[config.mk]
export PLATFORM = sky130hd
export DESIGN_NAME = rv_lsu_apb_bridge_flat
export DESIGN_NICKNAME = d
export VERILOG_FILES = /design/src/rtl/rv_lsu_apb_bridge_if.sv /design/src/rtl/rv_lsu_apb_bridge.sv /design/src/flat_wrapper.sv
export SDC_FILE = /design/constraint.sdc
export NUM_CORES = 1
export LEC_CHECK = 0
export CORE_MARGIN = 4
export CORE_UTILIZATION = 40
export DETAILED_ROUTE_END_ITERATION = 16
export PLACE_DENSITY = 0.79
export SYNTH_ARGS = -nofsm -noshare
export SYNTH_HDL_FRONTEND = slang
export SYNTH_SLANG_ARGS = --single-unit
[constraint.sdc]
create_clock -name clk_i -period 1.6 [get_ports clk_i]
set_input_delay 0.24 -clock clk_i [delete_from_list [all_inputs] [get_ports clk_i]]
set_output_delay 0.24 -clock clk_i [all_outputs]
set_load 0.03 [all_outputs]
[src/rtl/rv_lsu_apb_bridge_if.sv]
// rv_lsu_apb_bridge_if
//   Bundles the LSU data-memory request/response signals and the APB4 master
//   signals of the LSU-to-APB bridge. Signal names keep their _i/_o suffixes
//   as seen from the bridge, so a waveform reads the same as the block's port list.
//
//   modport slave  : bridge view (accepts LSU requests, drives the APB bus)
//   modport master : environment view (LSU + APB slave side)
//
//   Handshake: the LSU raises data_req_i with stable attributes and holds it
//   until data_rvalid_o pulses for one cycle. It then drops the request in
//   that same cycle. On APB the bridge follows SETUP (psel) then ACCESS
//   (psel+penable) until pready_i, or until the watchdog expires.
interface rv_lsu_apb_bridge_if #(
  parameter int XLEN = 32
);
  logic              data_req_i;
  logic              data_we_i;
  logic [XLEN/8-1:0] data_be_i;
  logic [XLEN-1:0]   data_addr_i;
  logic [XLEN-1:0]   data_wdata_i;
  logic              data_rvalid_o;
  logic [XLEN-1:0]   data_rdata_o;
  logic              data_err_o;
  logic [XLEN-1:0]   paddr_o;
  logic              psel_o;
  logic              penable_o;
  logic              pwrite_o;
  logic [XLEN-1:0]   pwdata_o;
  logic [XLEN/8-1:0] pstrb_o;
  logic [XLEN-1:0]   prdata_i;
  logic              pready_i;
  logic              pslverr_i;

  modport slave (
    input  data_req_i, data_we_i, data_be_i, data_addr_i, data_wdata_i,
    input  prdata_i, pready_i, pslverr_i,
    output data_rvalid_o, data_rdata_o, data_err_o,
    output paddr_o, psel_o, penable_o, pwrite_o, pwdata_o, pstrb_o
  );

  modport master (
    output data_req_i, data_we_i, data_be_i, data_addr_i, data_wdata_i,
    output prdata_i, pready_i, pslverr_i,
    input  data_rvalid_o, data_rdata_o, data_err_o,
    input  paddr_o, psel_o, penable_o, pwrite_o, pwdata_o, pstrb_o
  );
endinterface

[src/rtl/rv_lsu_apb_bridge.sv]
// rv_lsu_apb_bridge
//   Converts LSU data-memory requests into single APB4 transfers, one at a
//   time. It has a watchdog against hung slaves and can suppress the response
//   when the LSU kills a request in flight.
//
//   Ports:
//     clk_i    core clock
//     arstn_i  asynchronous active-low reset
//     bus      rv_lsu_apb_bridge_if.slave (LSU request/response + APB4 master)
//     state_o  current FSM state (debug observation)
module rv_lsu_apb_bridge #(
  parameter int XLEN           = 32,
  parameter int TIMEOUT_CYCLES = 255
) (
  input  logic                  clk_i,
  input  logic                  arstn_i,
  rv_lsu_apb_bridge_if.slave    bus,
  output logic [1:0]            state_o
);

  localparam logic [1:0] S_IDLE   = 2'd0;
  localparam logic [1:0] S_SETUP  = 2'd1;
  localparam logic [1:0] S_ACCESS = 2'd2;
  localparam logic [1:0] S_RESP   = 2'd3;

  // The counter only has to reach TIMEOUT_CYCLES-1.
  localparam int            CW       = (TIMEOUT_CYCLES > 1) ? $clog2(TIMEOUT_CYCLES) : 1;
  localparam bit            TO_EN    = (TIMEOUT_CYCLES != 0);
  localparam logic [CW-1:0] CNT_LAST = CW'((TIMEOUT_CYCLES > 0) ? TIMEOUT_CYCLES - 1 : 0);

  logic [1:0]        state_q,   state_d;
  logic [XLEN-1:0]   paddr_q,   paddr_d;
  logic              pwrite_q,  pwrite_d;
  logic [XLEN-1:0]   pwdata_q,  pwdata_d;
  logic [XLEN/8-1:0] pstrb_q,   pstrb_d;
  logic [XLEN-1:0]   rdata_q,   rdata_d;
  logic              err_q,     err_d;
  logic              abandon_q, abandon_d;
  logic [CW-1:0]     cnt_q,     cnt_d;

  always_comb begin
    state_d   = state_q;
    paddr_d   = paddr_q;
    pwrite_d  = pwrite_q;
    pwdata_d  = pwdata_q;
    pstrb_d   = pstrb_q;
    rdata_d   = rdata_q;
    err_d     = err_q;
    abandon_d = abandon_q;
    cnt_d     = cnt_q;
    case (state_q)
      S_IDLE: begin
        abandon_d = 1'b0;
        cnt_d     = '0;
        if (bus.data_req_i) begin
          paddr_d  = {bus.data_addr_i[XLEN-1:2], 2'b00};
          pwrite_d = bus.data_we_i;
          pwdata_d = bus.data_wdata_i;
          // APB4 requires all strobes low on reads.
          pstrb_d  = bus.data_we_i ? bus.data_be_i : '0;
          state_d  = S_SETUP;
        end
      end
      S_SETUP: begin
        if (!bus.data_req_i) abandon_d = 1'b1;
        state_d = S_ACCESS;
      end
      S_ACCESS: begin
        // A kill cannot cancel the APB transfer. It only hides the response.
        if (!bus.data_req_i) abandon_d = 1'b1;
        if (bus.pready_i) begin
          rdata_d = pwrite_q ? '0 : bus.prdata_i;
          err_d   = bus.pslverr_i;
          state_d = S_RESP;
        end else if (TO_EN && (cnt_q == CNT_LAST)) begin
          // Hung slave: drop psel without pready so the LSU cannot deadlock.
          rdata_d = '0;
          err_d   = 1'b1;
          state_d = S_RESP;
        end else if (TO_EN) begin
          cnt_d = cnt_q + CW'(1);
        end
      end
      S_RESP: begin
        state_d = S_IDLE;
      end
      default: begin
        state_d = S_IDLE;
      end
    endcase
  end

  always_ff @(posedge clk_i or negedge arstn_i) begin
    if (!arstn_i) begin
      state_q   <= S_IDLE;
      paddr_q   <= '0;
      pwrite_q  <= 1'b0;
      pwdata_q  <= '0;
      pstrb_q   <= '0;
      rdata_q   <= '0;
      err_q     <= 1'b0;
      abandon_q <= 1'b0;
      cnt_q     <= '0;
    end else begin
      state_q   <= state_d;
      paddr_q   <= paddr_d;
      pwrite_q  <= pwrite_d;
      pwdata_q  <= pwdata_d;
      pstrb_q   <= pstrb_d;
      rdata_q   <= rdata_d;
      err_q     <= err_d;
      abandon_q <= abandon_d;
      cnt_q     <= cnt_d;
    end
  end

  // Bus controls decode straight from registered state, so reset clears them at once.
  assign bus.psel_o        = (state_q == S_SETUP) || (state_q == S_ACCESS);
  assign bus.penable_o     = (state_q == S_ACCESS);
  assign bus.pwrite_o      = pwrite_q;
  assign bus.paddr_o       = paddr_q;
  assign bus.pwdata_o      = pwdata_q;
  assign bus.pstrb_o       = pstrb_q;
  assign bus.data_rvalid_o = (state_q == S_RESP) && !abandon_q;
  assign bus.data_err_o    = bus.data_rvalid_o && err_q;
  assign bus.data_rdata_o  = rdata_q;
  assign state_o           = state_q;

endmodule

[src/flat_wrapper.sv]
// flat-port wrapper written by rule: the top's interface ports become plain ports
module rv_lsu_apb_bridge_flat 
#(
  parameter int XLEN           = 32,
  parameter int TIMEOUT_CYCLES = 255
)
  (clk_i, arstn_i, state_o, bus_data_req_i, bus_data_we_i, bus_data_be_i, bus_data_addr_i, bus_data_wdata_i, bus_prdata_i, bus_pready_i, bus_pslverr_i, bus_data_rvalid_o, bus_data_rdata_o, bus_data_err_o, bus_paddr_o, bus_psel_o, bus_penable_o, bus_pwrite_o, bus_pwdata_o, bus_pstrb_o);
  rv_lsu_apb_bridge_if #(.XLEN(XLEN)) bus_i ();
  input  logic clk_i;
  input  logic arstn_i;
  output logic [1:0] state_o;
  input wire logic [$bits(bus_i.data_req_i)-1:0] bus_data_req_i;
  input wire logic [$bits(bus_i.data_we_i)-1:0] bus_data_we_i;
  input wire logic [$bits(bus_i.data_be_i)-1:0] bus_data_be_i;
  input wire logic [$bits(bus_i.data_addr_i)-1:0] bus_data_addr_i;
  input wire logic [$bits(bus_i.data_wdata_i)-1:0] bus_data_wdata_i;
  input wire logic [$bits(bus_i.prdata_i)-1:0] bus_prdata_i;
  input wire logic [$bits(bus_i.pready_i)-1:0] bus_pready_i;
  input wire logic [$bits(bus_i.pslverr_i)-1:0] bus_pslverr_i;
  output wire logic [$bits(bus_i.data_rvalid_o)-1:0] bus_data_rvalid_o;
  output wire logic [$bits(bus_i.data_rdata_o)-1:0] bus_data_rdata_o;
  output wire logic [$bits(bus_i.data_err_o)-1:0] bus_data_err_o;
  output wire logic [$bits(bus_i.paddr_o)-1:0] bus_paddr_o;
  output wire logic [$bits(bus_i.psel_o)-1:0] bus_psel_o;
  output wire logic [$bits(bus_i.penable_o)-1:0] bus_penable_o;
  output wire logic [$bits(bus_i.pwrite_o)-1:0] bus_pwrite_o;
  output wire logic [$bits(bus_i.pwdata_o)-1:0] bus_pwdata_o;
  output wire logic [$bits(bus_i.pstrb_o)-1:0] bus_pstrb_o;
  assign bus_i.data_req_i = bus_data_req_i;
  assign bus_i.data_we_i = bus_data_we_i;
  assign bus_i.data_be_i = bus_data_be_i;
  assign bus_i.data_addr_i = bus_data_addr_i;
  assign bus_i.data_wdata_i = bus_data_wdata_i;
  assign bus_i.prdata_i = bus_prdata_i;
  assign bus_i.pready_i = bus_pready_i;
  assign bus_i.pslverr_i = bus_pslverr_i;
  assign bus_data_rvalid_o = bus_i.data_rvalid_o;
  assign bus_data_rdata_o = bus_i.data_rdata_o;
  assign bus_data_err_o = bus_i.data_err_o;
  assign bus_paddr_o = bus_i.paddr_o;
  assign bus_psel_o = bus_i.psel_o;
  assign bus_penable_o = bus_i.penable_o;
  assign bus_pwrite_o = bus_i.pwrite_o;
  assign bus_pwdata_o = bus_i.pwdata_o;
  assign bus_pstrb_o = bus_i.pstrb_o;
  rv_lsu_apb_bridge #(.XLEN(XLEN), .TIMEOUT_CYCLES(TIMEOUT_CYCLES)) u_core (.clk_i(clk_i), .arstn_i(arstn_i), .bus(bus_i), .state_o(state_o));
endmodule
### Yosys cells after proc, flatten, opt, wreduce, memory -nomap -nowiden

Index checks and enable logic that the tools add are counted.

* output and inout bits: 107
* register bits after elaboration: 111

* muxes and demuxes: 15
* reductions and logical operators: 14
* $add $sub $neg: 1
* equal/unequal tests: 9

Operator list (count)
* $mux 32: 3
* $mux 8: 2
* $pmux 8 s2: 1
* $add 8x1->8 const B: 1
* $eq 8x8->1 const B: 1
* $ne 2x2->1 const B: 4
* $pmux 2 s4: 1
* $reduce_and 2->1: 4
* $mux 2: 3
* $reduce_bool 2->1: 3
* $eq 2x2->1 const B: 2
* $mux 4: 1
* $mux 1: 3
* $ne 3x2->1 const B: 1
* $reduce_and 3->1: 1
* $eq 2x1->1 const B: 1
* $logic_and 1x1->1: 2
* $logic_not 2->1: 1
* $pmux 1 s2: 1
* $reduce_or 2->1: 1
* $logic_not 1->1: 1
* $logic_or 1x1->1: 1

### Depth between registers and ports, before layout

Gate-level depths: netlist of run 1.

* word-level depth: 4
* mapped depth: 7
* gate-level depth less buffers: 6

### Worst setup path after synthesis of run 1

OpenSTA, ideal clock, no wires.

* path type: register to register
* start: register u_core.state_q[0], in the netlist u_core.state_o[0]
* end: register u_core.cnt_q[2]
* arrival: 1.795 ns
* clock period less this slack: 1.919 ns
* setup slack: -0.319 ns
* setup time: 0.124 ns
* cell stages (with the launch flop): 7
* cells stage by stage: dfrtp_1 > inv_1 > ha_1 > and2b_1 > o21ai_4 > and2_1 > a211o_1

* word-level cells in the longest chain between the ends: 3

RTL lines
* from (decl): RTL line rv_lsu_apb_bridge.sv:31 `logic [1:0] state_q, state_d;`
* from (signal assigned): RTL line rv_lsu_apb_bridge.sv:105 `state_q <= state_d;`
* $eq 2x2->1 *
* named net bus_penable_o: RTL line flat_wrapper.sv:25 `output wire logic [$bits(bus_i.penable_o)-1:0] bus_penable_o;`
* $ne 2x2->1 (no line) / $reduce_bool 2->1 (equally long branches)
* $reduce_and 3->1 (no line)
* to (signal assigned): RTL line rv_lsu_apb_bridge.sv:113 `cnt_q <= cnt_d;`
* to (decl): RTL line rv_lsu_apb_bridge.sv:39 `logic [CW-1:0] cnt_q, cnt_d;`

Mark *: on every way through the listed nets, which the timed path passes. The rest lies on a longest branch.
A chain may end at the register's enable or synchronous reset.

### Final worst setup path of run 1

* start: register u_core.state_q[0], in the netlist u_core.state_o[0]
* end: output port bus_data_err_o

* word-level cells in the longest chain between the ends: 3

RTL lines
* $eq 2x2->1: RTL line rv_lsu_apb_bridge.sv:124 `assign bus.data_rvalid_o = (state_q == S_RESP) && !abandon_q;`
* $logic_and 1x1->1: RTL line rv_lsu_apb_bridge.sv:124
* $logic_and 1x1->1: RTL line rv_lsu_apb_bridge.sv:125 `assign bus.data_err_o = bus.data_rvalid_o && err_q;`
* to (decl): RTL line flat_wrapper.sv:22 `output wire logic [$bits(bus_i.data_err_o)-1:0] bus_data_err_o;`

Every way passes these cells.

==> flow_metrics.env, run 1 <==
export IMPL_cts_clk_slew_worst_paths_ns=0.10
export IMPL_reg2reg_from="u_core.state_o[0]"
export IMPL_path_delay_family="flip-flops"
export IMPL_maxCapViolations=0
export IMPL_area_growth_pct=60.1
export IMPL_dpl_cell_count=646
export IMPL_multiInputGateArea_sq_um=1540
export IMPL_port_buffers=208
export IMPL_pre_cts_slack_ns=-0.0179
export IMPL_clockRootBuffer="clkbuf_8"
export IMPL_period_minus_slack_ns=1.68
export IMPL_fmax_ghz=0.596
export IMPL_cp_max_fo=2
export IMPL_coreArea_sq_um=10500
export IMPL_grt_pass1_wl_mm=18.9
export IMPL_nets=641
export IMPL_ys_types=36
export IMPL_die_y_um=112
export IMPL_drive_gt1_frac=0.241
export IMPL_hold_viol=0
export IMPL_arrival_ns=1.44
export IMPL_fin_area_sq_um=6980
export IMPL_detailed_place_area_sq_um=6730
export IMPL_grt_pass1_vias=3752
export IMPL_crit_required_ns=1.36
export IMPL_gp_congestion=0.776
export IMPL_p_per_area_nw_per_um2=1980
export IMPL_rr_worst_depth=7
export IMPL_start_kind="flop"
export IMPL_detail_route_iter0_violations=85
export IMPL_clkSinkCount=111
export IMPL_final_max_slew_violation_count=0
export IMPL_avgSynthCellArea_sq_um=14.5
export IMPL_vias_per_cell=5.00
export IMPL_synth_seq_area_share=0.637
export IMPL_end_kind="output port"
export IMPL_synth_seq_cells=111
export IMPL_setup_violations=5
export IMPL_clock_path_buffers=2
export IMPL_synth_cells=300
export IMPL_start_util=0.417
export IMPL_critPathSlowestCell="dfrtp_2"
export IMPL_path_cells="buf_6 > ha_4 > nor2b_4 > and2_4 > buf_6"
export IMPL_cts_tree="built"
export IMPL_max_stage_delay_ns=0.42
export IMPL_grt_usage=0.187
export IMPL_setup_tns_ns=-0.202
export IMPL_first_pass_iters=4
export IMPL_worstHoldPathType="in -> async"
export IMPL_status="finished, violations left"
export IMPL_totalWireLength_mm=11.8
export IMPL_grt_max_degree=52
export IMPL_timing_rr_end="u_core.cnt_q[2]"
export IMPL_die_area_sq_um=12600
export IMPL_wl_per_cell_um=17.7
export IMPL_antenna_cells=0
export IMPL_ys_warnings_count=0
export IMPL_rows=37
export IMPL_ios=213
export IMPL_vdd_drop_max_v=0.000955
export IMPL_dieWidth_um=112
export IMPL_mostFrequentLayoutCells="dfrtp_1, clkdlybuf4s50_1, dlygate4sd2_1"
export IMPL_rsz0062_at_grt="true"
export IMPL_h_tree_depth=3
export IMPL_dr_total_vias=3357
export IMPL_period_share=1.05
export IMPL_ff2ff_setup_slack_ns=-0.05
export IMPL_synth_cell_area_sq_um=4360
export IMPL_fillCellCount=831
export IMPL_violations="setup timing"
export IMPL_mostFrequentLayoutCell="dfrtp_1"
export IMPL_stdcell_count=671
export IMPL_seqCellArea_sq_um=2780
export IMPL_antenna_left=0
export IMPL_cts_buffers_inserted=9
export IMPL_worst_skew_pair_late_latency_ns=0.36
export IMPL_dp_hpwl_mm=8.91
export IMPL_fin_util=0.668
export IMPL_drc=0
export IMPL_grt_antenna_before_repair=0
export IMPL_finalClockSkew_ns=0.0115
export IMPL_crit_top_cell="buf_6"
export IMPL_grt_ovfl_total=0
export IMPL_cp_buffers_inverters=2
export IMPL_setup_ws_ns=-0.0766
export IMPL_p_leak_nw=3.28
export IMPL_crit_type="reg -> out"
## metal layers
layer / vias to the layer above / part of all wire / wire [um] / track usage
li1: 1531 / - / - / -
met1: 1672 / 0.36 / 4290 / 0.202
met2: 134 / 0.53 / 6310 / 0.338
met3: 20 / 0.086 / 1020 / 0.0647
met4: 0 / 0.020 / 231 / 0.0713
met5: - / 0 / 0 / 0
## power by group
part | leakage, nW | internal (mW) | switching (mW) | total, mW
Clock | 0.0916 | 0.765 | 0.914 | 1.68
Sequential | 1.37 | 4.04 | 0.627 | 4.66
Combinational | 1.82 | 3.13 | 4.33 | 7.46
## Yosys cell counts, drive strengths merged
master | count | area, sq um
dfrtp | 111 | 2780
mux2 | 63 | 709
a22o | 32 | 280
buf | 14 | 100
nand2 | 12 | 45.0
o21ai | 11 | 70.1
inv | 7 | 26.3
nand3 | 7 | 40.0
a21oi | 6 | 33.8
nor2 | 6 | 25.0
ha | 5 | 62.6
nand4 | 3 | 33.8
a211o | 2 | 17.5
and2 | 2 | 12.5
clkbuf | 2 | 7.51
mux2i | 2 | 20.0
nand2b | 2 | 12.5
nor2b | 2 | 12.5
nor3b | 2 | 15.0
or3 | 2 | 12.5
a21o | 1 | 7.51
a31o | 1 | 8.76
and2b | 1 | 7.51
and3 | 1 | 6.26
conb | 1 | 3.75
nor3 | 1 | 5.00
xor2 | 1 | 8.76
## flip-flops by register name, indices dropped and copies added, names as in the netlist
name                     count
u_core.bus.pstrb_o           4
u_core.bus.pwrite_o          1
u_core.abandon_q             1
u_core.cnt_q                 8
u_core.bus.data_rdata_o     32
u_core.err_q                 1
u_core.bus.pwdata_o         32
u_core.state_o               2
u_core.bus.paddr_o          30
## worst max path at each step
stage,from,to,slack (ns),cells after the start
after CTS,u_core.state_o[0],bus_data_err_o,-0.1,5
after global routing,u_core.state_o[0],bus_data_err_o,-0.15,5
final,u_core.state_o[0],bus_data_err_o,-0.08,5
after detailed placement,bus_pready_i,u_core.cnt_q[2],-0.02,5
after global placement,bus_pready_i,u_core.cnt_q[2],-0.00006,5
after floorplan,u_core.state_o[1],u_core.bus.paddr_o[10],-0.04,5
## metrics by stage
stage,hold slack [ns],total power [mW]
6_report,0.329,13.8
5_1_grt,0.350,14.6
4_1_cts,0.327,13.9
3_5_place_dp,0.196,12.8
3_3_place_gp,0.190,12.5
2_1_floorplan,-0.0556,9.20
## cells by family (layout without fill, tap and decap cells)
group / after synthesis / in the layout / synth area share
AND/OR/NAND/NOR: 41 / 41 / 0.0522
multiplexers: 65 / 65 / 0.167
buffers and inverters: 23 / 256 / 0.0307
AO/OA/AOI/OAI: 53 / 54 / 0.0958
other: 1 / 2 / 0.000860
XOR/XNOR: 1 / 1 / 0.00201
flip-flops: 111 / 111 / 0.637
adder cells (fa/ha/maj): 5 / 5 / 0.0143
## cell type report
class	instances	area share
Inverter	7	0.00412
Clock buffer	11	0.0202
Multi-Input combinational cell	168	0.221
Clock inverter	5	0.00824
Timing Repair Buffer	233	0.324
Sequential cell	111	0.398
Tap cell	136	0.0244
## repair_timing
action,in CTS,in global routing
pin swaps,5,4
gates cloned,1,1
endpoints found under the setup margin,148,74
buffers inserted,4,2
gates resized for setup,119,13
hold buffers,1,0
hold endpoints to repair,26,0
Note: power is estimated with default switching activity, not from simulation.
==> run 2, diff against run 1 <==
PLACE_DENSITY = 0.78   (was 0.79)
==> run 2 against run 1 <==
Compared with the run above: the run still ends with setup timing left; global-route usage shrank 0.91 points; first-iteration DRC count grew 7.1%; highest routed layer unchanged; clock skew shrank 0.0019 ns; power shrank 0.39%; setup slack gained 0.054 ns; sequential share of layout area grew 0.064 points; sequential power is essentially flat; via count shrank 2.0%; flip-flop and latch count is the same; wire length shrank 1.3%.
==> flow_metrics.env, run 2 (same netlist as run 1, synthesis figures left out) <==
export IMPL_status="finished, violations left"
export IMPL_violations="setup timing"
export IMPL_p_per_area_nw_per_um2=1970
export IMPL_arrival_ns=1.86
export IMPL_first_pass_iters=4
export IMPL_setup_ws_ns=-0.0230
export IMPL_port_buffers=208
export IMPL_dpl_cell_count=646
export IMPL_pre_cts_slack_ns=-0.105
export IMPL_total_power_mw=13.8
export IMPL_p_sw_frac=0.426
export IMPL_grt_pass1_vias=3626
export IMPL_dr_total_vias=3291
export IMPL_hold_viol=0
export IMPL_area_growth_pct=59.9
export IMPL_worstHoldPathType="in -> async"
export IMPL_die_area_sq_um=12600
export IMPL_setup_violations=1
export IMPL_grt_ovfl_total=0
export IMPL_clock_path_buffers=2
export IMPL_antenna_cells=0
export IMPL_start_kind="flop"
export IMPL_worst_skew_pair_late_latency_ns=0.36
export IMPL_antenna_left=0
export IMPL_grt_usage=0.178
export IMPL_end_kind="flop"
export IMPL_seqCellArea_sq_um=2780
export IMPL_grt_max_degree=57
export IMPL_mostFrequentLayoutCells="dfrtp_1, clkdlybuf4s50_1, dlygate4sd2_1"
export IMPL_maxCapViolations=0
export IMPL_period_share=1.01
export IMPL_cp_max_fo=5
export IMPL_totalWireLength_mm=11.7
export IMPL_clkSinkCount=111
export IMPL_final_max_slew_violation_count=0
export IMPL_fmax_ghz=0.616
export IMPL_grt_pass1_wl_mm=17.9
export IMPL_drc=0
export IMPL_fin_area_sq_um=6970
export IMPL_detailed_place_area_sq_um=6730
export IMPL_crit_type="reg -> reg"
export IMPL_dp_hpwl_mm=8.57
export IMPL_nets=640
export IMPL_crit_required_ns=1.84
export IMPL_cts_buffers_inserted=9
export IMPL_cts_tree="built"
export IMPL_h_tree_depth=3
export IMPL_start_util=0.417
export IMPL_grt_antenna_before_repair=0
export IMPL_mostFrequentLayoutCell="dfrtp_1"
export IMPL_coreArea_sq_um=10500
export IMPL_fillCellCount=826
export IMPL_fin_util=0.666
export IMPL_ios=213
export IMPL_combPwrFrac=0.544
export IMPL_rows=37
export IMPL_p_leak_nw=3.29
export IMPL_multiInputGateArea_sq_um=1540
export IMPL_switching_power_mw=5.86
export IMPL_vias_per_cell=4.91
export IMPL_die_y_um=112
export IMPL_period_minus_slack_ns=1.62
export IMPL_drive_gt1_frac=0.243
export IMPL_rsz0062_at_grt="true"
export IMPL_p_clk_frac=0.119
export IMPL_cts_clk_slew_worst_paths_ns=0.10
export IMPL_vdd_drop_max_v=0.00117
export IMPL_finalClockSkew_ns=0.00962
export IMPL_gp_congestion=0.782
export IMPL_power_internal_mw=7.89
export IMPL_wl_per_cell_um=17.5
export IMPL_clockRootBuffer="clkbuf_8"
export IMPL_detail_route_iter0_violations=91
export IMPL_dieWidth_um=112
export IMPL_stdcell_count=670
export IMPL_power_frac_seq=0.337
## run 2: worst paths after layout
path,startpoint,endpoint,slack (ns),cells past startpoint
worst max-delay path,u_core.state_o[0],u_core.cnt_q[2],-0.02,7
max in group asynchronous,arstn_i,u_core.bus.paddr_o[16],0.70,3
worst min register to register,u_core.bus.pstrb_o[1],u_core.bus.pstrb_o[1],0.49,2
min in group clk_i,bus_data_be_i[1],u_core.bus.pstrb_o[1],0.42,3
worst max register to register,u_core.state_o[0],u_core.cnt_q[2],-0.02,7
worst min-delay path,arstn_i,u_core.bus.pstrb_o[0],0.31,2
## run 2: per-layer routing
metal,GRT usage,routed length (um)
met1,0.197,4550
met4,0.0713,248
met2,0.319,6030
met5,0,0
met3,0.0550,860
## run 2: critical path, stage by stage (launching register included)
cell     delay [ns]
dfrtp_2        0.44
buf_6          0.13
inv_6          0.06
ha_4           0.15
and2b_2        0.20
o21ai_4        0.09
and2_4         0.16
a211o_1        0.27
## run 2: final cells by class
type,count,area share
Inverter,7,0.00449
Tap cell,136,0.0244
Multi-Input combinational cell,168,0.221
Timing Repair Buffer,232,0.324
Sequential cell,111,0.399
Clock inverter,6,0.00879
Clock buffer,10,0.0183
## run 2: power groups by stage
stage | Combinational [mW] | Clock (mW) | Sequential, mW
after floorplan | 2.13 | 0 | 7.07
after global placement | 7.87 | 0 | 4.67
after detailed placement | 7.99 | 0 | 4.74
after CTS | 7.39 | 1.69 | 4.64
after global routing | 7.90 | 1.80 | 4.80
final | 7.48 | 1.63 | 4.64
## run 2: timing repair
action / in CTS / in global routing
endpoints found under the hold margin: 22 / 0
endpoints found under the setup margin: 104 / 31
pin swaps: 5 / 5
gates resized for setup: 114 / 10
hold buffers: 1 / 0
cloned: 1 / 2
buffers inserted: 3 / 1
## run 2: stage by stage
stage                     hold WS, ns  setup TNS, ns
after floorplan               -0.0556          -2.42
after global placement          0.164         -0.104
after detailed placement        0.164         -0.269
after CTS                       0.295        -0.0243
after global routing            0.323          -1.32
final                           0.305        -0.0230
